--- config.mk ---
export PLATFORM = sky130hd
export DESIGN_NAME = uart_host
export DESIGN_NICKNAME = d
export VERILOG_FILES = /design/src/rtl/uart_host.sv
export SDC_FILE = /design/constraint.sdc
export NUM_CORES = 1
export LEC_CHECK = 0
export ABC_AREA = 1
export CAP_MARGIN = 20
export CORE_MARGIN = 3
export CORE_UTILIZATION = 42
export CTS_CLUSTER_DIAMETER = 120
export DETAILED_ROUTE_END_ITERATION = 10
export PLACE_DENSITY = 0.67
export SLEW_MARGIN = 5
export SYNTH_ARGS = -nofsm -noshare
export SYNTH_HDL_FRONTEND = slang
export SYNTH_SLANG_ARGS = --single-unit
--- constraint.sdc ---
create_clock -name clock -period 3.85 [get_ports clock]
set_input_delay 0.385 -clock clock [delete_from_list [all_inputs] [get_ports clock]]
set_output_delay 0.385 -clock clock [all_outputs]
set_load 0.02 [all_outputs]
--- src/rtl/uart_host.sv ---
// UART host: streams a 640-bit header as 80 8N1 bytes, then waits for a 4-byte nonce from the miner.
// Optional nonce-wait timeout is built only when UART_HOST_TIMEOUT_EN is defined.
module uart_host #(
   parameter int CLKS_PER_BIT   = 434,
   parameter int TIMEOUT_CYCLES = 50000000
) (
   input  logic         clock,
   input  logic         reset,
   input  logic [639:0] header_in,
   input  logic         start,
   input  logic         rxd,
   output logic         txd,
   output logic         busy,
   output logic [31:0]  nonce_out,
   output logic         nonce_valid,
   output logic         frame_err,
   output logic         timeout
);

   localparam int CW = (CLKS_PER_BIT > 2) ? $clog2(CLKS_PER_BIT) : 1;
   localparam logic [CW-1:0] BIT_LAST  = CW'(CLKS_PER_BIT - 1);
   localparam logic [CW-1:0] HALF_CHK  = CW'(CLKS_PER_BIT / 2 - 1);

   typedef enum logic [2:0] {IDLE, TX_START, TX_DATA, TX_STOP, WAIT_NONCE} tx_state_t;
   typedef enum logic [1:0] {RX_IDLE, RX_START, RX_DATA, RX_STOP} rx_state_t;

   tx_state_t     state_q, state_d;
   logic [639:0]  hdr_q, hdr_d;
   logic [CW-1:0] tx_clk_q, tx_clk_d;
   logic [2:0]    tx_bit_q, tx_bit_d;
   logic [6:0]    tx_byte_q, tx_byte_d;
   logic [7:0]    tx_cur;

   rx_state_t     rx_state_q, rx_state_d;
   logic [1:0]    rx_sync_q;
   logic          rx_prev_q;
   logic          rx_s;
   logic [CW-1:0] rx_clk_q, rx_clk_d;
   logic [2:0]    rx_bit_q, rx_bit_d;
   logic [7:0]    rx_shift_q, rx_shift_d;
   logic [1:0]    rx_cnt_q, rx_cnt_d;
   logic [23:0]   nonce_acc_q, nonce_acc_d;
   logic [31:0]   nonce_q, nonce_d;
   logic          nonce_valid_q, nonce_valid_d;
   logic          frame_err_q, frame_err_d;
   logic          nonce_done;
   logic          tmo_hit;

   // Two-flop synchronizer; rx_prev_q gives the falling-edge reference.
   assign rx_s = rx_sync_q[1];

   always_comb begin
      rx_state_d    = rx_state_q;
      rx_clk_d      = rx_clk_q;
      rx_bit_d      = rx_bit_q;
      rx_shift_d    = rx_shift_q;
      rx_cnt_d      = rx_cnt_q;
      nonce_acc_d   = nonce_acc_q;
      nonce_d       = nonce_q;
      nonce_valid_d = 1'b0;
      frame_err_d   = 1'b0;
      nonce_done    = 1'b0;
      case (rx_state_q)
         RX_IDLE: begin
            if (!rx_s && rx_prev_q) begin
               rx_state_d = RX_START;
               rx_clk_d   = '0;
            end
         end
         RX_START: begin
            if (rx_clk_q == HALF_CHK) begin
               rx_clk_d   = '0;
               rx_bit_d   = '0;
               rx_state_d = rx_s ? RX_IDLE : RX_DATA;
            end else begin
               rx_clk_d = rx_clk_q + 1'b1;
            end
         end
         RX_DATA: begin
            if (rx_clk_q == BIT_LAST) begin
               rx_clk_d   = '0;
               rx_shift_d = {rx_s, rx_shift_q[7:1]};
               if (rx_bit_q == 3'd7) rx_state_d = RX_STOP;
               else                  rx_bit_d   = rx_bit_q + 1'b1;
            end else begin
               rx_clk_d = rx_clk_q + 1'b1;
            end
         end
         RX_STOP: begin
            if (rx_clk_q == BIT_LAST) begin
               rx_clk_d   = '0;
               rx_state_d = RX_IDLE;
               if (!rx_s) begin
                  frame_err_d = 1'b1;
                  rx_cnt_d    = '0;
               end else if (rx_cnt_q == 2'd3) begin
                  nonce_d       = {nonce_acc_q, rx_shift_q};
                  nonce_valid_d = 1'b1;
                  nonce_done    = 1'b1;
                  rx_cnt_d      = '0;
               end else begin
                  nonce_acc_d = {nonce_acc_q[15:0], rx_shift_q};
                  rx_cnt_d    = rx_cnt_q + 1'b1;
               end
            end else begin
               rx_clk_d = rx_clk_q + 1'b1;
            end
         end
         default: rx_state_d = RX_IDLE;
      endcase
      if (tmo_hit) rx_cnt_d = '0;
   end

   always_ff @(posedge clock) begin
      if (reset) begin
         rx_sync_q     <= 2'b11;
         rx_prev_q     <= 1'b1;
         rx_state_q    <= RX_IDLE;
         rx_clk_q      <= '0;
         rx_bit_q      <= '0;
         rx_shift_q    <= '0;
         rx_cnt_q      <= '0;
         nonce_acc_q   <= '0;
         nonce_q       <= '0;
         nonce_valid_q <= 1'b0;
         frame_err_q   <= 1'b0;
      end else begin
         rx_sync_q     <= {rx_sync_q[0], rxd};
         rx_prev_q     <= rx_s;
         rx_state_q    <= rx_state_d;
         rx_clk_q      <= rx_clk_d;
         rx_bit_q      <= rx_bit_d;
         rx_shift_q    <= rx_shift_d;
         rx_cnt_q      <= rx_cnt_d;
         nonce_acc_q   <= nonce_acc_d;
         nonce_q       <= nonce_d;
         nonce_valid_q <= nonce_valid_d;
         frame_err_q   <= frame_err_d;
      end
   end

`ifdef UART_HOST_TIMEOUT_EN
   localparam int TW = $clog2(TIMEOUT_CYCLES + 1);
   logic [TW-1:0] tmo_q;
   logic          timeout_q;

   // A nonce completing on the final wait cycle takes priority over expiry.
   assign tmo_hit = (state_q == WAIT_NONCE) && !nonce_done &&
                    (tmo_q == TW'(TIMEOUT_CYCLES - 1));

   always_ff @(posedge clock) begin
      if (reset) begin
         tmo_q     <= '0;
         timeout_q <= 1'b0;
      end else begin
         timeout_q <= tmo_hit;
         tmo_q     <= (state_q == WAIT_NONCE && !tmo_hit) ? tmo_q + 1'b1 : '0;
      end
   end
   assign timeout = timeout_q;
`else
   assign tmo_hit = 1'b0;
   assign timeout = 1'b0;
`endif

   assign tx_cur = hdr_q[639:632];

   always_comb begin
      state_d   = state_q;
      hdr_d     = hdr_q;
      tx_clk_d  = tx_clk_q;
      tx_bit_d  = tx_bit_q;
      tx_byte_d = tx_byte_q;
      txd       = 1'b1;
      case (state_q)
         IDLE: begin
            if (start) begin
               hdr_d     = header_in;
               tx_clk_d  = '0;
               tx_bit_d  = '0;
               tx_byte_d = '0;
               state_d   = TX_START;
            end
         end
         TX_START: begin
            txd = 1'b0;
            if (tx_clk_q == BIT_LAST) begin
               tx_clk_d = '0;
               tx_bit_d = '0;
               state_d  = TX_DATA;
            end else begin
               tx_clk_d = tx_clk_q + 1'b1;
            end
         end
         TX_DATA: begin
            txd = tx_cur[tx_bit_q];
            if (tx_clk_q == BIT_LAST) begin
               tx_clk_d = '0;
               if (tx_bit_q == 3'd7) state_d  = TX_STOP;
               else                  tx_bit_d = tx_bit_q + 1'b1;
            end else begin
               tx_clk_d = tx_clk_q + 1'b1;
            end
         end
         TX_STOP: begin
            if (tx_clk_q == BIT_LAST) begin
               tx_clk_d = '0;
               if (tx_byte_q == 7'd79) begin
                  state_d = WAIT_NONCE;
               end else begin
                  tx_byte_d = tx_byte_q + 1'b1;
                  hdr_d     = {hdr_q[631:0], 8'h00};
                  state_d   = TX_START;
               end
            end else begin
               tx_clk_d = tx_clk_q + 1'b1;
            end
         end
         WAIT_NONCE: begin
            if (nonce_done || tmo_hit) state_d = IDLE;
         end
         default: state_d = IDLE;
      endcase
   end

   always_ff @(posedge clock) begin
      if (reset) begin
         state_q   <= IDLE;
         hdr_q     <= '0;
         tx_clk_q  <= '0;
         tx_bit_q  <= '0;
         tx_byte_q <= '0;
      end else begin
         state_q   <= state_d;
         hdr_q     <= hdr_d;
         tx_clk_q  <= tx_clk_d;
         tx_bit_q  <= tx_bit_d;
         tx_byte_q <= tx_byte_d;
      end
   end

   assign busy        = (state_q != IDLE);
   assign nonce_out   = nonce_q;
   assign nonce_valid = nonce_valid_q;
   assign frame_err   = frame_err_q;

endmodule

## Yosys cells after proc, flatten, opt, wreduce, memory -nomap -nowiden

Index checks and enable logic that the tools add are counted.

| operators by class | value |
|---|---|
| reductions and logical operators | 22 |
| add/sub/neg operators | 6 |
| muxes and demuxes | 49 |
| $lt $le $gt $ge | 1 |
| equal/unequal tests | 28 |
| bitwise logic cells | 3 |

Operator list:

| kind | number |
|---|---|
| two-way mux 640 bit | 3 |
| case mux 640 bit (2 select lines) | 1 |
| two-way mux 9 bit | 5 |
| two-way mux 3 bit | 14 |
| != test 2 bit, second input constant | 14 |
| case mux 9 bit (3 select lines) | 1 |
| two-way mux 7 bit | 3 |
| adder 9 x 1 -> 9 bit, second input constant | 2 |
| == test 9 bit, second input constant | 2 |
| case mux 9 bit (2 select lines) | 1 |
| two-way mux 2 bit | 8 |
| AND reduction 4 bit | 4 |
| case mux 3 bit (5 select lines) | 1 |
| case mux 7 bit (2 select lines) | 1 |
| AND reduction 5 bit | 2 |
| == test 3 bit, second input constant | 3 |
| == test 9 x 8 -> 1 bit, second input constant | 1 |
| case mux 3 bit (3 select lines) | 1 |
| case mux 2 bit (4 select lines) | 1 |
| adder 7 x 1 -> 7 bit, second input constant | 1 |
| == test 7 bit, second input constant | 1 |
| adder 3 x 1 -> 3 bit, second input constant | 2 |
| == test 2 bit, second input constant | 3 |
| == test 3 x 2 -> 1 bit, second input constant | 2 |
| other kinds (19) | 32 |

| word-level totals | value |
|---|---|
| input bits | 644 |
| register bits | 747 |
| output and inout port bits | 37 |
| word-level logic and storage cells | 125 |

## Depth between registers and ports, before layout

Gate-level depths: netlist of run 1.

| depth | value |
|---|---|
| depth in word-level cells | 7 |
| gate-level depth with buffers | 13 |
| depth with buffers taken out | 13 |

## Worst setup path after synthesis of run 1

OpenSTA, ideal clock, no wires.

| timing path | value |
|---|---|
| kind | flip-flop to flip-flop |
| from | reg tx_clk_q[0] |
| to | reg hdr_q[552] |
| clock period less this slack | 1730 ps |
| data required time | 3718 ps |
| setup time | 132 ps |
| cell stages (with the launch flop) | 12 |
| slack | 2120 ps |
| arrival time | 1598 ps |
| path buffers | 3 |
| cells stage by stage | dfxtp_1 -> ha_1 -> nand2_1 -> nor3_1 -> nand2_1 -> a21boi_2 -> buf_6 -> nand2_8 -> buf_6 -> buf_4 -> nand2_1 -> a21oi_1 |

| on the way | value |
|---|---|
| cells in the longest elaborated chain, start to end | 3 |

Ends and longest elaborated chain:

| what | RTL line | text |
|---|---|---|
| start, declared | 29 | `logic [CW-1:0] tx_clk_q, tx_clk_d;` |
| start signal, assigned | 236 | `tx_clk_q <= tx_clk_d;` |
| == test 9 bit | 206 | `if (tx_clk_q == BIT_LAST) begin` |
| != test 2 bit (no source line) | -- |  |
| AND reduction 4 bit (no source line) | -- |  |
| end signal, assigned | 235 | `hdr_q <= hdr_d;` |
| end, declared | 28 | `logic [639:0] hdr_q, hdr_d;` |

No other way between the ends.
A chain may end at the register's enable or synchronous reset.

## Worst setup path after layout of run 1

| timing path | value |
|---|---|
| from | reg tx_byte_q[0] |
| to | reg hdr_q[253] |

| on the way | value |
|---|---|
| cells in the longest elaborated chain, start to end | 3 |

Ends and longest elaborated chain:

| what | RTL line | text |
|---|---|---|
| start, declared | 31 | `logic [6:0] tx_byte_q, tx_byte_d;` |
| start signal, assigned | 238 | `tx_byte_q <= tx_byte_d;` |
| == test 7 bit | 208 | `if (tx_byte_q == 7'd79) begin` |
| != test 2 bit (no source line) | -- |  |
| AND reduction 4 bit (no source line) | -- |  |

No other way between the ends.

==> metrics, run 1 <==
outcome complete, no violations; Overflow after GRT 0; Post-synth EDFFs 0; Sink Count 747; first-pass GRT wire length 183 mm; Clock Root Buffer clkbuf_16; CTS tree done; initial DRC count 3413; setup TNS 0 ns; pin count of the biggest net entering global routing 207; most common cell after layout, fill and taps aside nand2_1; worst relative slew slack 27.8%; #FFs+latches synth 747; die area 88500 um2; Required @ worst endpoint 4.40 ns; maximum fanout along the worst path 129; Antenna Nets Post-Route 0; GRT Overall Usage 25.1%; worst slew pin tran 1.08 ns; Core Region 84000 um2; Critical path origin tx_byte_q[0]$_SDFFE_PP0P_; post-CTS setup repair buffer count 0; CTS Hold Buffers Added 0; die height 297 um; Synth Flop Type dfxtp_1; Fin Clk Skew 0.0309 ns; Starting Density 42.5%; Final Max Tran Viols 0; Final setup viols 0; Syn Std Cell Area 35700 um2; Vias 36396; syn_area_per_cell 6.45 um2; CTS Buffer Depth 3; RSZ-0062 raised after global routing no; worst setup margin 0.892 ns; RR Startpoint tx_byte_q[0]$_SDFFE_PP0P_; number of CTS-inserted buffers 83; share of the synthesized area in the top cell type 41.9%; hold_ws 0.260 ns; syn nets 6188; area delta synth->final 26.8%; CP Capture Type flop; worst hold path type in -> reg; drt pass-1 iters 5; power density cells 716 nW/um2; H-tree depth 3; Avg WL per Cell 16.5 um; Routed WL 118 mm; LEAKAGE 19.2 nW; Seq/Total Area, Yosys 41.9%; Final Power 32.4 mW; clk slew on worst S/H paths 0.06 ns; vias per cell 5.11; die width 297 um; DRC errors left 0; Post-synth ARST share 0%; min-delay src reset; most frequent cells in the layout nand2_1 (2636), dfxtp_1 (747), a21oi_1 (711); fin util 53.9%; largest area contributor in the netlist dfxtp_1; DP Wirelength 74.6 mm; vias in the first global route 33451; layout cells sized above 1 3.40%; critical path class reg -> reg; NumNets Final 6550; port buffer count 679; GP Congestion 0.892; synth unique cells 37; max-capacitance violation count 0; Hold Vio Cnt, Final 0; top cells by area, synth dfxtp_1 (42%), nand2_1 (28%), a21oi_1 (10%), nand3_1 (9.3%), buf_2 (2.9%); peak supply drop 1120 uV; Cells after Synth 5533; period utilisation layout 76.8%; Critical Path AT 3.51 ns; setup slack after placement 0.909 ns; CP Launch Type flop; PostCTS Resize Cnt 0; Top Ports 681; Rows 106; Clk Latency, worst-skew pair 0.63 ns; initial antenna violation count 29; Max Fclk 338 MHz; crit path time final 2.96 ns; YS warnings 0
==> worst max-delay path, cell delays in order (launching register included) <==
cell     delay [ns]
dfxtp_1        0.37
ha_1           0.18
nand2_1        0.08
nor2_2         0.17
nand4_1        0.16
nand2_1        0.22
nand2_8        0.29
nand2_8        0.49
buf_12         0.46
nand2_1        0.14
a21oi_1        0.16
==> cell usage after synthesis (5+ instances only) <==
master,n
nor3_1,10
buf_8,5
o21ai_0,84
buf_2,209
nand2_1,2636
buf_6,13
ha_1,11
buf_4,67
buf_1,13
inv_1,57
nor2_1,123
nand3_1,661
a21oi_1,711
clkbuf_1,144
inv_2,6
dfxtp_1,747
==> final cells by class <==
| type | instances | area (um2) |
|---|---|---|
| fill | 8397 | 38700 |
| multi-input combinational | 4272 | 18100 |
| sequential | 747 | 15000 |
| timing repair buffer | 728 | 7560 |
| clock buffer | 121 | 2450 |
| tap | 1134 | 1420 |
| clock inverter | 31 | 395 |
| inverter | 63 | 244 |
| antenna | 23 | 57.6 |
==> flip-flops by register name, indices dropped and copies added, names as in the netlist, named ones only <==
signal / count
rx_cnt_q: 2
frame_err: 1
rx_state_q: 1
rx_bit_q: 3
tx_bit_q: 3
rx_shift_q: 8
state_q: 3
hdr_q: 640
nonce_acc_q: 24
tx_byte_q: 7
rx_sync_q: 2
nonce_out: 32
nonce_valid: 1
rx_prev_q: 1
rx_clk_q: 9
tx_clk_q: 9
==> per-stage QoR <==
stage                     cell area, um2  std cells
final                              45200       7119
after global routing               45200       7114
after CTS                          45200       7096
after detailed placement           42300       6944
after global placement             42300       6944
after floorplan                    35700       5533
==> report_power, final <==
part           internal, mW  switching (mW)
clock network          4.87            3.39
logic                  4.02            8.14
registers              10.6            1.43
==> worst paths after layout <==
check	to	slack, ns	cells past startpoint
worst max-delay path	hdr_q[253]$_SDFFE_PP0P_	0.89	10
worst min register to register	rx_sync_q[1]$_SDFF_PP1_	0.41	1
worst max register to register	hdr_q[253]$_SDFFE_PP0P_	0.89	10
worst min-delay path	hdr_q[213]$_SDFFE_PP0P_	0.26	2
==> per-layer routing <==
layer	up-vias	wire length, um	global-route usage [%]
li1	18487	-	-
met1	16590	51600	34.0
met2	1109	54600	39.7
met3	196	7510	4.51
met4	14	3870	10.1
met5	-	103	0
==> cells by family after synthesis <==
family | Yosys count | share of synthesized area [%]
compound gates | 805 | 11.4
buf+inv | 514 | 7.28
other cells | 1 | 0.0105
simple gates | 3451 | 38.9
xor+xnor | 4 | 0.0982
fa+ha+maj | 11 | 0.386
flops | 747 | 41.9
No activity file was read; power rests on OpenSTA's default activity.
==> run 2, diff against run 1 <==
==> constraint.sdc (replaced) <==
create_clock -name clock -period 2.83 [get_ports clock]
set_input_delay 0.283 -clock clock [delete_from_list [all_inputs] [get_ports clock]]
set_output_delay 0.283 -clock clock [all_outputs]
set_load 0.02 [all_outputs]
==> metrics, run 2 (synthesized netlist as in run 1, its figures left out) <==
setup TNS 0 ns (unchanged); DR WL met3 6.90 mm (-8.2%); max FFs per register 640 (unchanged); Sink Count 747 (unchanged); Final Max Tran Viols 0 (unchanged); LEAKAGE 19.4 nW (+1.2%); Net Switching 17.7 mW (+36%); Avg WL per Cell 16.5 um (about the same); Vias 36494 (+0.27%); Biggest register hdr_q; Critical path origin state_q[1]$_SDFFE_PP0P_; first-pass GRT wire length 185 mm (+0.82%); Final Power 44.6 mW (+38%); Fin Clk Skew 0.0210 ns (-0.00989 ns); combinational power share 37.5% (about the same); vias per cell 5.11 (about the same); Metal-1 WL 51.7 mm (about the same); CP most frequent cell nand2_1; Hold Vio Cnt, Final 0 (unchanged); Clock Root Buffer clkbuf_16; CP Launch Type flop; internal power 27.0 mW (+39%); initial DRC count 3018 (-12%); min-delay src reset; clk slew on worst S/H paths 0.06 ns (about the same); DR WL met2 55.4 mm (+1.4%); Clock Power Share 25.9% (+0.4 points); area delta synth->final 27.9%; period utilisation layout 98.4% (+22 points); GRT Overall Usage 25.3% (+0.19 points); highest routed layer met5; NumNets Final 6580 (+0.46%); initial antenna violation count 20 (-31%); port buffer count 679 (unchanged); Overflow after GRT 0 (unchanged); number of CTS-inserted buffers 80 (-3.6%); drt pass-1 iters 9 (+4); Critical Path Max Stage Delay 0.49 ns (about the same); outcome complete, no violations; peak supply drop 1600 uV (+43%); power density cells 978 nW/um2 (+37%); Critical Path AT 3.32 ns (-0.19 ns); post-CTS setup repair buffer count 0 (unchanged); most common cell after layout, fill and taps aside nand2_1; RSZ-0062 raised after global routing no; Filler cells 8368 (-0.35%); Final setup viols 0 (unchanged); critical path class reg -> reg; crit-path cells nand2_1 > nor2_4 > buf_4 > buf_16 > nand2_1 > nand2_1 > nand3_1 > a21oi_1; placed cell areas 42600 um2 (+0.73%); pin count of the biggest net entering global routing 195 (-5.8%); hold_ws 0.0662 ns (-0.194 ns); GP Congestion 0.883 (-1.1%); Rows 106 (unchanged); CTS tree done; vias in the first global route 33875 (+1.3%); CTS Buffer Depth 3 (unchanged); Antenna Nets Post-Route 0 (unchanged); Non-Filler Instances 7143 (+0.34%); crit path time final 2.78 ns (-0.173 ns); critical path's slowest cell buf_16; CP Capture Type flop; worst slew pin tran 0.944 ns (-0.139 ns); Top Ports 681 (unchanged); worst relative slew slack 37.1% (+9.3 points); die area 88500 um2 (unchanged); RR Startpoint state_q[1]$_SDFFE_PP0P_; die height 297 um (unchanged); DP Wirelength 77.2 mm (+3.4%); fin area 45600 um2 (+0.89%); Max Fclk 359 MHz (+6.2%); maximum fanout along the worst path 177 (+37%); H-tree depth 3 (unchanged); Starting Density 42.5% (unchanged); Placed Cells 6977 (+0.48%); worst hold path type in -> reg; sequential power share 36.7% (-0.3 points); Sw Share 39.6% (-0.43 points); most frequent cells in the layout nand2_1 (2636), dfxtp_1 (747), a21oi_1 (711); layout cells sized above 1 3.92% (+0.52 points); Routed WL 118 mm (+0.28%); DRC errors left 0 (unchanged); Core Region 84000 um2 (unchanged); Clk Latency, worst-skew pair 0.62 ns (about the same); max-capacitance violation count 0 (unchanged); Required @ worst endpoint 3.37 ns (-1.03 ns); die width 297 um (unchanged)
## run 2: cell types whose count changed in the layout (fill, tap and decap cells not counted), moves of 3 or more
cell	change
buf_12	+4
buf_4	+24
clkinv_2	-3
clkbuf_1	-3
bufinv_16	+7
diode_2	-5
clkbuf_16	-5
buf_6	+4
## run 2: stage by stage
stage	util [%]	setup WS, ns
global placement	50.8	-0.0259
finish	54.3	0.0450
detailed placement	50.8	-0.0732
global route	54.3	0.0251
floorplan	-	1.10
CTS	54.3	0.121
## run 2: timing repair
action	in CTS	in global routing
setup endpoints to repair	74	78
gates resized for setup	1	4
hold buffers	0	0
## run 2: path summary, 6_finish.rpt
path	depth (start not counted)	end	slack [ns]
worst min register to register	1	rx_sync_q[1]$_SDFF_PP1_	0.42
worst max-delay path	8	hdr_q[55]$_SDFFE_PP0P_	0.05
worst max register to register	8	hdr_q[55]$_SDFFE_PP0P_	0.05
worst min-delay path	2	hdr_q[360]$_SDFFE_PP0P_	0.07
## run 2: power by group through the flow
stage,logic (mW),registers [mW],clock network (mW)
6_report,16.7,16.4,11.5
5_1_grt,18.7,16.8,12.2
4_1_cts,16.7,16.3,11.8
3_5_place_dp,16.6,16.5,0
3_3_place_gp,16.5,16.5,0
2_1_floorplan,13.3,16.0,0
## run 2: per-layer routing
| metal | GRT usage (%) | vias up |
|---|---|---|
| met3 | 4.09 | 205 |
| met1 | 33.9 | 16643 |
| met4 | 10.7 | 4 |
| li1 | - | 18546 |
| met5 | 0 | - |
| met2 | 40.5 | 1096 |
## run 2: final cells by class
type                    instances  area (um2)  area share [%]
clock inverters                34         601            1.32
multi-input cells            4272       18100            39.8
well taps                    1134        1420            3.11
clock buffers                 114        2330            5.11
flip-flops and latches        747       15000            32.8
diodes                         18        45.0          0.0987
repair buffers                761        7890            17.3
inverters                      63         244           0.535
## run 2: critical path, delay by kind of cell (launching register included)
kind	cells	cell delay, ns
AND/OR/NAND/NOR	5	0.83
flip-flops	1	0.40
buffers and inverters	2	0.94
AO/OA/AOI/OAI	1	0.19
